[src/rtl/gpp_tx_link_sender.sv]
// gpp_tx_link_sender: buffers GPP words and sends them as a header-framed packet of flits.
module gpp_tx_link_sender #(
  parameter int DEPTH  = 8,
  parameter int LINK_W = 4
) (
  input  logic              clk,
  input  logic              rst,
  input  logic [15:0]       gpp_tx_data,
  input  logic              gpp_trf_dp,
  input  logic              gpp_commit,
  output logic              gpp_trf_cp,
  output logic              tx_overflow,
  output logic [7:0]        tx_count,
  output logic              tx_valid,
  output logic [LINK_W-1:0] tx_data,
  input  logic              tx_ready
);
  localparam int F  = 16 / LINK_W;
  localparam int AW = $clog2(DEPTH);
  localparam int FW = F > 1 ? $clog2(F) : 1;
  typedef enum logic [1:0] {IDLE, HEADER, PAYLOAD} state_t;
  state_t state, state_n;
  logic [15:0] mem [DEPTH];
  logic [AW-1:0] wr_ptr, rd_ptr;
  logic [FW-1:0] fidx;
  logic [15:0] sh, nxt_word;
  logic [7:0] n_words;
  logic acc, last_flit, push_ok, commit_ok, pop;
  always_comb begin
    acc       = tx_valid && tx_ready;
    last_flit = acc && fidx == FW'(F - 1);
    push_ok   = gpp_trf_dp && state == IDLE && tx_count != 8'(DEPTH);
    n_words   = tx_count + 8'(push_ok);
    commit_ok = gpp_commit && state == IDLE && n_words != 8'd0;
    pop       = last_flit && state == PAYLOAD;
    state_n   = commit_ok                          ? HEADER  :
                (last_flit && state == HEADER)     ? PAYLOAD :
                (pop && tx_count == 8'd1)          ? IDLE    : state;
    // The word after the header is the FIFO head; later words sit one past the word being popped.
    nxt_word  = state_n == IDLE  ? 16'd0 :
                commit_ok        ? {8'hA5, n_words} :
                state == HEADER  ? mem[rd_ptr] : mem[rd_ptr + 1'b1];
  end
  always_ff @(posedge clk)
    if (push_ok) mem[wr_ptr] <= gpp_tx_data;
  always_ff @(posedge clk) begin
    if (rst) begin
      state       <= IDLE;
      wr_ptr      <= '0;
      rd_ptr      <= '0;
      tx_count    <= '0;
      tx_valid    <= 1'b0;
      tx_data     <= '0;
      gpp_trf_cp  <= 1'b1;
      tx_overflow <= 1'b0;
      fidx        <= '0;
      sh          <= '0;
    end else begin
      state       <= state_n;
      gpp_trf_cp  <= state_n == IDLE;
      wr_ptr      <= wr_ptr + AW'(push_ok);
      rd_ptr      <= rd_ptr + AW'(pop);
      tx_count    <= tx_count + 8'(push_ok) - 8'(pop);
      tx_overflow <= (tx_overflow && !commit_ok) || (gpp_trf_dp && !push_ok);
      if (commit_ok || last_flit) begin
        tx_valid <= state_n != IDLE;
        tx_data  <= nxt_word[15 -: LINK_W];
        sh       <= nxt_word << LINK_W;
        fidx     <= '0;
      end else if (acc) begin
        tx_data  <= sh[15 -: LINK_W];
        sh       <= sh << LINK_W;
        fidx     <= fidx + 1'b1;
      end
    end
  end
endmodule

[config.mk]
export PLATFORM = sky130hd
export DESIGN_NAME = gpp_tx_link_sender
export DESIGN_NICKNAME = d
export VERILOG_FILES = /design/src/rtl/gpp_tx_link_sender.sv
export SDC_FILE = /design/constraint.sdc
export NUM_CORES = 1
export LEC_CHECK = 0
export ABC_AREA = 1
export CAP_MARGIN = 20
export CORE_MARGIN = 5
export CORE_UTILIZATION = 60
export DETAILED_ROUTE_END_ITERATION = 7
export GPL_TIMING_DRIVEN = 0
export PLACE_DENSITY = 0.83
export SYNTH_ARGS = -nofsm -noshare
export SYNTH_HDL_FRONTEND = slang
export SYNTH_SLANG_ARGS = --single-unit
[constraint.sdc]
create_clock -name clk -period 5.66 [get_ports clk]
set_clock_uncertainty 0.1 [all_clocks]
set_input_delay 0.566 -clock clk [delete_from_list [all_inputs] [get_ports clk]]
set_output_delay 0.566 -clock clk [all_outputs]
set_load 0.01 [all_outputs]
Word level (Yosys, flattened, before mapping)
Memory sizes are Yosys's and may differ from the RTL's. A register that Yosys moved wholly into a read port is not among the register bits.
Cells that the tools add are included.
W data, S select, Z words.
{ "totals": {"ff_bits": 37, "ram_bits": 128, "n_memories": 1} }
{ "op_classes": {"addsub": 6, "eq_ne": 5, "mux": 13, "reduce_logical": 21} }
{ "memory_table": {"columns": ["name", "words", "word_bits", "rd", "rd_ports_with_merged_regs", "wr", "line_no", "rtl"], "rows": [
  ["mem", 8, 16, 2, 1, 1, "23", "logic [15:0] mem [DEPTH];"]
]} }
{ "op_table": {"columns": ["op", "count"], "rows": [
  ["$mux W16", 5],
  ["$logic_and A1 B1 Y1", 11],
  ["$add A8 B1 Y8", 1],
  ["$eq A8 B1 Y1 const B", 1],
  ["$mux W4", 2],
  ["$ne A8 B4 Y1 const B", 1],
  ["$reduce_bool A8 Y1", 1],
  ["$sub A8 B1 Y8", 1],
  ["$add A3 B1 Y3", 2],
  ["$mux W2", 3],
  ["$eq A2 B2 Y1 const B", 2],
  ["$logic_not A2 Y1", 2],
  ["$reduce_bool A2 Y1", 2],
  ["$add A3 B1 Y3 const B", 1],
  ["$mux W3", 1],
  ["$add A2 B1 Y2 const B", 1],
  ["$eq A2 B1 Y1 const B", 1],
  ["$logic_not A1 Y1", 2],
  ["$logic_or A1 B1 Y1", 2],
  ["$mux W1", 2],
  ["$reduce_or A2 Y1", 1]
]} }

Longest topological paths before layout
Gate-level depths: netlist of the first run.
{ "depth": {"ltp_word": 10, "ltp_mapped": 20, "ltp_nobuf": 19} }

Worst setup path after synthesis of the first run
No wires, ideal clock.
{ "synth_path": {"kind": "reg-to-reg", "start": "register tx_count[2]", "end": "register sh[10]", "setup_time_ns": 0.117, "arrival_ns": 2.467, "setup_slack_ns": 2.975, "path_stages_with_launch": 20, "path_buffers": 2, "cell_sequence": "dfxtp_1 > buf_4 > inv_2 > nand3_1 > o2111ai_1 > inv_1 > ha_1 > ha_1 > nand2_1 > and2_1 > nand3_1 > nor2_2 > nand2_4 > nand2_8 > nand2_4 > buf_6 > nand2_4 > nor2_1 > nor2_1 > nor2_1"} }
{ "synth_via": {"elab_chain_len": 9, "elab_cells_between_ends": 16, "classes_between": "1 x add/sub; 2 x eq/ne; 6 x mux; 7 x reduce/logical"} }
{ "synth_rtl": {"columns": ["element", "line_no", "rtl"], "rows": [
  ["start: declaration", "13", "output logic [7:0] tx_count,"],
  ["start signal: assignment", "63", "tx_count <= tx_count + 8'(push_ok) - 8'(pop);"],
  ["$ne A8 B4 Y1", "32", "push_ok = gpp_trf_dp && state == IDLE && tx_count != 8'(DEPTH);"],
  ["$logic_and A1 B1 Y1", "32", null],
  ["$add A8 B1 Y8", "33", "n_words = tx_count + 8'(push_ok);"],
  ["$reduce_bool A8 Y1", "34", "commit_ok = gpp_commit && state == IDLE && n_words != 8'd0;"],
  ["$logic_and A1 B1 Y1", "34", null],
  ["$mux W2", "36", "state_n = commit_ok ? HEADER :"],
  ["$logic_not A2 Y1", "40", "nxt_word = state_n == IDLE ? 16'd0 :"],
  ["$mux W16", "40", null],
  ["$mux W16", "65", "if (commit_ok || last_flit) begin"],
  ["end signal: assignment", "68", "sh <= nxt_word << LINK_W;"],
  ["end signal: assignment", "72", "sh <= sh << LINK_W;"],
  ["end: declaration", "26", "logic [15:0] sh, nxt_word;"]
]} }
Parallel ways exist; a longest one is shown, timed or not.
A chain may end at the register's enable or synchronous reset.

Worst setup path in the final report of the first run
{ "layout_path": {"start": "register tx_count[2]", "end": "register tx_data[1]"} }
{ "layout_via": {"elab_chain_len": 9, "elab_cells_between_ends": 16, "classes_between": "1 x add/sub; 2 x eq/ne; 6 x mux; 7 x reduce/logical"} }
{ "layout_rtl": {"columns": ["element", "line_no", "rtl"], "rows": [
  ["$ne A8 B4 Y1", "32", null],
  ["$logic_and A1 B1 Y1", "32", null],
  ["$add A8 B1 Y8", "33", null],
  ["$reduce_bool A8 Y1", "34", null],
  ["$logic_and A1 B1 Y1", "34", null],
  ["$mux W2", "36", null],
  ["$logic_not A2 Y1", "40", null],
  ["$mux W16", "40", null],
  ["$mux W4", "65", null],
  ["end signal: assignment", "67", "tx_data <= nxt_word[15 -: LINK_W];"],
  ["end signal: assignment", "71", "tx_data <= sh[15 -: LINK_W];"],
  ["end: declaration", "15", "output logic [LINK_W-1:0] tx_data,"]
]} }
Parallel ways exist; a longest one is shown, timed or not.

==> metrics.md, run 1 <==
| Metric | Value |
|---|---|
| Outcome | `complete, but fails checks` |
| Failing checks | `DRC` |
| Fin. max-slew vios | `0` |
| Synth Cell Area | `between 0.008 and 0.009 mm²` |
| Port bufs | `34` |
| Hold Path Stages | `2` |
| Die W | `about 130 µm` |
| Most frequent cells in the layout | `233 x nand2_1, 144 x nand3_1, 128 x edfxtp_1, 75 x o21ai_0, 64 x a21oi_1` |
| Cell-internal power | `around 2.2 mW` |
| First-pass GRT wire length | `about 37000 µm` |
| Sw frac | `approximately a quarter` |
| Largest net degree at the start of global routing | `17` |
| Syn avg cell area | `a little under 9 µm²` |
| Worst R2R Setup Slack | `roughly 2.6 ns` |
| Nets | `roughly 1000` |
| Congestion Overflow GR | `0` |
| Worst R2R Start | `tx_count[2]` |
| All-layer global routing usage | `29.5%` |
| TritonCTS clock tree | `yes` |
| Final setup fails | `0` |
| Hold-critical path endpoint | `fidx[1]` |
| Fill cells | `~990` |
| Placed insts | `1174` |
| Core area | `0.0138 mm²` |
| Total power | `between 2 and 3 mW` |
| Setup bufs post-CTS | `0` |
| Row cnt | `43` |
| Max Cap Viol | `0` |
| Htree depth | `4` |
| Die Span Y | `approximately 130 µm` |
| Final hold viol count | `0` |
| Seq pwr share | `between 40% and 50%` |
| Post-synth EDFFs | `128` |
| Worst-margin pin slew | `around 0.80 ns` |
| Hold-fix buffers, CTS | `0` |
| CTS sink cnt | `165` |
| Crit path time final | `between 3 and 4 ns` |
| Drt pass-1 iters | `8` |
| Clock root buffer | `clkbuf_16` |
| Number of global-route vias before repair | `roughly 7200` |
| Yosys synthesis warning count | `0` |
| Top Layer Used | `met4` |
| #FFs+latches synth | `approximately 170` |
| Setup_tns | `0 ns` |
| Commonest non-fill, non-tap cell in the layout | `nand2_1` |
| Synth cell types | `39` |
| Initial antenna violation count | `0` |
| Met2 Routed Length | `10700 µm` |
| DR WL met3 | `between 3000 and 4000 µm` |
| CP Max Fanout | `10` |
| Share of post-route cells with drive strength above 1 | `under 10%` |
| Die ar. | `between 0.015 and 0.02 mm²` |
| Final instance area | `~0.0096 mm²` |
| Lkg Pwr | `3.75 nW` |
| ANT nets after route | `0` |
| CP startpoint | `tx_count[2]` |
| Comb power frac | `a little over an eighth` |
| Syn Nets | `just under 1000` |
| Final period util | `a little over half` |
| Reg-to-reg endpoint | `tx_data[1]` |
| Synth Flop Type | `edfxtp_1` |
| Crit path capture type | `flop` |
| CTS resizes | `0` |
| TritonCTS buffer count | `17` |
| Max VDD drop | `around 250 µV` |
| Layout area overhead | `15.5%` |
| Antenna cell count | `0` |
| DR vias | `7417` |
| Ports | `36` |
| DRC | `6` |
| Max-slew headroom at the worst pin | `a little under half` |
| Clk Latency, worst-skew pair | `about 0.43 ns` |
| Syn Inst Count | `about 950` |
| WL/cell | `a little under 20 µm` |
| CP Data Arrival Time | `3.28 ns` |
| DR iter-0 viols | `1118` |
| Worst EP required | `around 5.9 ns` |
| Worst Hold Class | `reg2reg` |
| Critical Path Start Type | `flop` |
| CP Class | `reg2reg` |
| Register area share after synthesis | `54.9%` |
| Clk pin slew, worst setup/hold paths | `approximately 0.06 ns` |
| Achievable clock frequency | `roughly 330 MHz` |
| HPWL Detailed | `roughly 16000 µm` |
| Power Density | `308 mW/mm²` |
| Clock power frac | `between 30% and 40%` |
| Hold_sp | `fidx[1]` |
| Final Wtd Congestion | `about 0.95` |
| RSZ-0062 raised after global routing | `false` |
| Asr flop ratio synth | `0%` |
| Register area | `about 0.0046 mm²` |
| Metal-1 WL | `8360 µm` |
| Final non-filler cell total | `around 1200` |
| Final WL | `23400 µm` |
| Switching pwr | `between 0.7 and 0.8 mW` |
| Worst-case clock buffer depth | `2` |
| Dpl cell area | `about 0.009 mm²` |
| Vias per Instance | `just over 6` |
| Multi-input gate area | `around 0.0033 mm²` |
| R2R cell count | `17` |
| Initial cell density of the core | `60.6%` |
[power by group through the flow]
stage | registers (mW) | logic, mW | clock network (mW)
2_1_floorplan | 1.43 | 0.244 | 0
3_3_place_gp | 1.43 | 0.375 | 0
3_5_place_dp | 1.43 | 0.392 | 0
4_1_cts | 1.40 | 0.397 | 1.17
5_1_grt | 1.41 | 0.438 | 1.23
6_report | 1.40 | 0.403 | 1.17
[worst max-delay path by stage]
stage                      end  slack, ns  cells past startpoint
finish              tx_data[1]       2.60                     17
global route             sh[9]       2.33                     18
CTS                     sh[14]       2.61                     18
detailed placement      sh[14]       2.32                     16
global placement     mem[4][3]       2.04                      4
floorplan               sh[10]       2.98                     19
[through the flow]
step | util [%] | hold WS (ns) | setup WS (ns)
finish | 70.1 | 0.369 | 2.60
global route | 70.1 | 0.393 | 2.33
CTS | 70.1 | 0.372 | 2.61
detailed placement | 65.8 | 0.363 | 2.32
global placement | 64.7 | 0.351 | 2.04
floorplan | - | 0.341 | 2.98
[critical path, cell delays in order, from the launching register on]
cell       delay, ns
dfxtp_1         0.31
buf_4           0.16
inv_2           0.06
nand3_1         0.08
o2111ai_1       0.29
inv_1           0.12
ha_1            0.24
ha_1            0.24
nand2_1         0.07
and2_1          0.18
nand3_1         0.10
nor2_2          0.19
nand2_4         0.11
nand2_8         0.12
buf_6           0.17
nand3_1         0.18
nand3_1         0.16
a21oi_1         0.07
[cell families after synthesis]
kind of cell | Yosys count | share of synthesized area, %
xor gates and xnor gates | 4 | 0.644
DFF | 165 | 54.9
and+or+nand+nor | 462 | 24.4
buffers and inverters | 128 | 6.40
adders and majority gates | 11 | 1.65
AOI/OAI and AO/OA | 182 | 12.0
[state kept, by name, summed over array words and instances (netlist names)]
signal,cells
tx_count,8
gpp_trf_cp,1
rd_ptr,3
state,2
tx_overflow,1
tx_valid,1
mem,128
fidx,2
sh,12
wr_ptr,3
tx_data,4
[metal layers]
metal,global-route usage [%],up-vias
met3,7.25,113
met5,0,-
met4,16.8,0
met1,37.7,3334
met2,46.0,571
li1,-,3399
[final cells by class]
cell class / instances / share of cell area, %
clock inverter: 12 / 1.69
clock buffer: 18 / 4.45
buffer: 59 / 2.84
multi-input combinational: 659 / 33.7
tap: 180 / 2.33
inverter: 69 / 2.70
timing repair buffer: 42 / 4.77
sequential: 165 / 47.5
[cells in the mapped netlist (2+ instances only)]
| master | instances | area (µm²) |
|---|---|---|
| nor2_1 | 56 | 210 |
| nand3b_1 | 6 | 45.0 |
| o221ai_1 | 2 | 17.5 |
| clkinv_1 | 2 | 7.51 |
| nand2_4 | 4 | 45.0 |
| and2_1 | 2 | 12.5 |
| nand2_1 | 233 | 875 |
| buf_1 | 3 | 11.3 |
| nor2_2 | 5 | 31.3 |
| o21ai_1 | 9 | 45.0 |
| ha_1 | 11 | 138 |
| or2_2 | 2 | 12.5 |
| nand3_1 | 144 | 721 |
| o21ai_0 | 75 | 375 |
| xnor2_1 | 2 | 17.5 |
| edfxtp_1 | 128 | 3840 |
| inv_1 | 62 | 233 |
| buf_6 | 3 | 33.8 |
| o211ai_1 | 28 | 210 |
| inv_2 | 4 | 15.0 |
| buf_4 | 2 | 15.0 |
| a21oi_1 | 64 | 320 |
| clkbuf_1 | 33 | 124 |
| buf_2 | 17 | 85.1 |
| nand2_2 | 2 | 12.5 |
| nand4_1 | 3 | 18.8 |
| dfxtp_1 | 37 | 741 |
| o31ai_1 | 2 | 15.0 |
Note: power is estimated with default switching activity, not from simulation.
==> run 2, diff against run 1 <==
clock period = 2.87 ns   (was 5.66 ns; I/O delays follow)
==> metrics.md, run 2 (synthesis results as in run 1) <==
| Metric | Value |
|---|---|
| Final Wtd Congestion | `0.947 (unchanged)` |
| All-layer global routing usage | `29.7% (was 29.5%)` |
| Register area | `0.00459 mm² (was 0.00458 mm²)` |
| ANT nets after route | `0 (unchanged)` |
| Vias per Instance | `6.21 (was 6.16)` |
| Multi-input gate area | `0.00332 mm² (was 0.00325 mm²)` |
| First-pass GRT wire length | `36900 µm (was 36700 µm)` |
| Initial cell density of the core | `60.6% (unchanged)` |
| Critical Path Start Type | `flop (unchanged)` |
| Most frequent cells in the layout | `232 x nand2_1, 140 x nand3_1, 128 x edfxtp_1, 74 x o21ai_0, 64 x a21oi_1 (was 233 x nand2_1, 144 x nand3_1, 128 x edfxtp_1, 75 x o21ai_0, 64 x a21oi_1)` |
| CP Max Fanout | `10 (unchanged)` |
| Clock root buffer | `clkbuf_16 (unchanged)` |
| Row cnt | `43 (unchanged)` |
| CP startpoint | `rd_ptr[0] (was tx_count[2])` |
| Clock power frac | `38.8% (was 39.2%)` |
| Worst R2R Start | `rd_ptr[0] (was tx_count[2])` |
| Lkg Pwr | `3.80 nW (was 3.75 nW)` |
| Worst EP required | `3.10 ns (was 5.88 ns)` |
| Final Util | `71.2% (was 70.1%)` |
| Core area | `0.0138 mm² (unchanged)` |
| Max VDD drop | `492 µV (was 250 µV)` |
| Commonest non-fill, non-tap cell in the layout | `nand2_1 (unchanged)` |
| Outcome | `completed (was complete, but fails checks)` |
| Switching pwr | `1.46 mW (was 0.729 mW)` |
| Number of global-route vias before repair | `7259 (was 7181)` |
| Drt pass-1 iters | `6 (was 8)` |
| Worst-case clock buffer depth | `2 (unchanged)` |
| Crit path capture type | `flop (unchanged)` |
| HPWL Detailed | `15800 µm (unchanged)` |
| Nets | `1054 (was 1045)` |
| Max Cap Viol | `0 (unchanged)` |
| TritonCTS clock tree | `yes (unchanged)` |
| Final hold viol count | `0 (unchanged)` |
| Final WL | `23900 µm (was 23400 µm)` |
| Worst-margin pin slew | `0.792 ns (was 0.798 ns)` |
| Final setup fails | `0 (unchanged)` |
| Worst Hold Class | `in2reg (was reg2reg)` |
| Power Density | `604 mW/mm² (was 308 mW/mm²)` |
| Layout area overhead | `17.4% (was 15.5%)` |
| Die Span Y | `128 µm (unchanged)` |
| Seq pwr share | `46.8% (was 47.2%)` |
| Sw frac | `24.7% (was 24.5%)` |
| WL/cell | `19.7 µm (was 19.4 µm)` |
| CTS sink cnt | `165 (unchanged)` |
| Dpl cell area | `0.00906 mm² (unchanged)` |
| Congestion Overflow GR | `0 (unchanged)` |
| Largest regs | `mem: 128 flops, sh: 12 flops, tx_count: 8 flops (unchanged)` |
| Fin. max-slew vios | `0 (unchanged)` |
| Final instance area | `0.00981 mm² (was 0.00965 mm²)` |
| Crit path time final | `2.81 ns (was 3.06 ns)` |
| Reg-to-reg endpoint | `sh[5] (was tx_data[1])` |
| Hold-fix buffers, CTS | `0 (unchanged)` |
| R2R cell count | `10 (was 17)` |
| Die ar. | `0.0164 mm² (unchanged)` |
| Die W | `128 µm (unchanged)` |
| Comb power frac | `14.4% (was 13.6%)` |
| DR vias | `7544 (was 7417)` |
| Ports | `36 (unchanged)` |
| Cell-internal power | `4.46 mW (was 2.24 mW)` |
| Max-slew headroom at the worst pin | `47.2% (was 46.8%)` |
| Htree depth | `4 (unchanged)` |
| Clk pin slew, worst setup/hold paths | `0.06 ns (about the same)` |
| Largest net degree at the start of global routing | `17 (unchanged)` |
| CP Data Arrival Time | `3.04 ns (was 3.28 ns)` |
| Worst R2R Setup Slack | `0.06 ns (was 2.60 ns)` |
| Number of flip-flops in the largest register | `128 (unchanged)` |
| Hold Path Stages | `2 (unchanged)` |
| Initial antenna violation count | `0 (unchanged)` |
| Clk Latency, worst-skew pair | `0.44 ns (was 0.43 ns)` |
| DR iter-0 viols | `1051 (was 1118)` |
| DRC | `0 (was 6)` |
| TritonCTS buffer count | `17 (unchanged)` |
| Most flops, register | `mem (unchanged)` |
| Achievable clock frequency | `356 MHz (was 327 MHz)` |
| Port bufs | `34 (unchanged)` |
| Share of post-route cells with drive strength above 1 | `11.2% (was 8.59%)` |
| Final period util | `97.9% (was 54.1%)` |
| Fill cells | `953 (was 991)` |
| CP Class | `reg2reg (unchanged)` |
| Critical path endpoint | `sh[5] (was tx_data[1])` |
-- run 2: cell types whose count changed in the layout (fill, tap and decap cells not counted), sizes merged --
| cell | before | now |
|---|---|---|
| buf | 33 | 42 |
| diode | 0 | 1 |
-- run 2: area by class of cell --
class / count / area share [%]
antenna: 1 / 0.0255
tap: 180 / 2.30
buffer: 59 / 2.87
timing repair buffer: 51 / 5.38
sequential: 165 / 46.8
clock inverter: 12 / 1.66
clock buffer: 18 / 4.38
inverter: 69 / 2.65
multi-input combinational: 659 / 33.9
-- run 2: worst max-delay path, stage by stage, from the launching register on --
cell and delay (ns):
dfxtp_1 0.34, ha_1 0.27, xnor2_4 0.26, clkinv_1 0.44
buf_2 0.35, nand3_1 0.11, o21ai_0 0.07, o21ai_0 0.43
o21ai_0 0.17, nand2_1 0.11, nand2_1 0.05
-- run 2: metal layers --
layer	vias to the layer above	global-route usage, %	wire, µm
met5	-	0	0
met4	0	17.3	1270
li1	3419	-	-
met2	604	46.3	11000
met1	3387	37.1	8310
met3	134	8.42	3270
-- run 2: repair_timing --
| action | 4_1_cts | 5_1_grt |
|---|---|---|
| gates resized for setup | 5 | 21 |
| setup buffers | 3 | 6 |
| pin swaps | 2 | 8 |
| endpoints found under the setup margin | 20 | 22 |
-- run 2: power groups by stage --
stage / logic [mW] / registers (mW) / clock network (mW)
floorplan: 0.482 / 2.82 / 0
global placement: 0.740 / 2.81 / 0
detailed placement: 0.774 / 2.82 / 0
CTS: 0.802 / 2.77 / 2.30
global route: 0.928 / 2.78 / 2.43
finish: 0.855 / 2.77 / 2.30
-- run 2: metrics by stage --
step                power [mW]  hold slack (ns)  setup slack (ns)  cells  setup TNS (ns)
floorplan                 3.30            0.286             0.185    952               0
global placement          3.55            0.351            -0.473   1166          -44.14
detailed placement        3.59            0.363            -0.187   1174           -2.33
CTS                       5.87            0.180           0.00175   1207               0
global route              6.14            0.228           -0.0347   1213         -0.0849
finish                    5.92            0.186            0.0612   1214               0
-- run 2: how the worst min path moves through the flow --
stage                         startpoint           to  slack [ns]
after detailed placement         fidx[1]      fidx[1]        0.36
final                                rst  tx_count[5]        0.19
after floorplan           gpp_tx_data[0]    mem[0][0]        0.29
after global routing                 rst  tx_count[3]        0.23
after global placement           fidx[1]      fidx[1]        0.35
after CTS                            rst     tx_valid        0.18
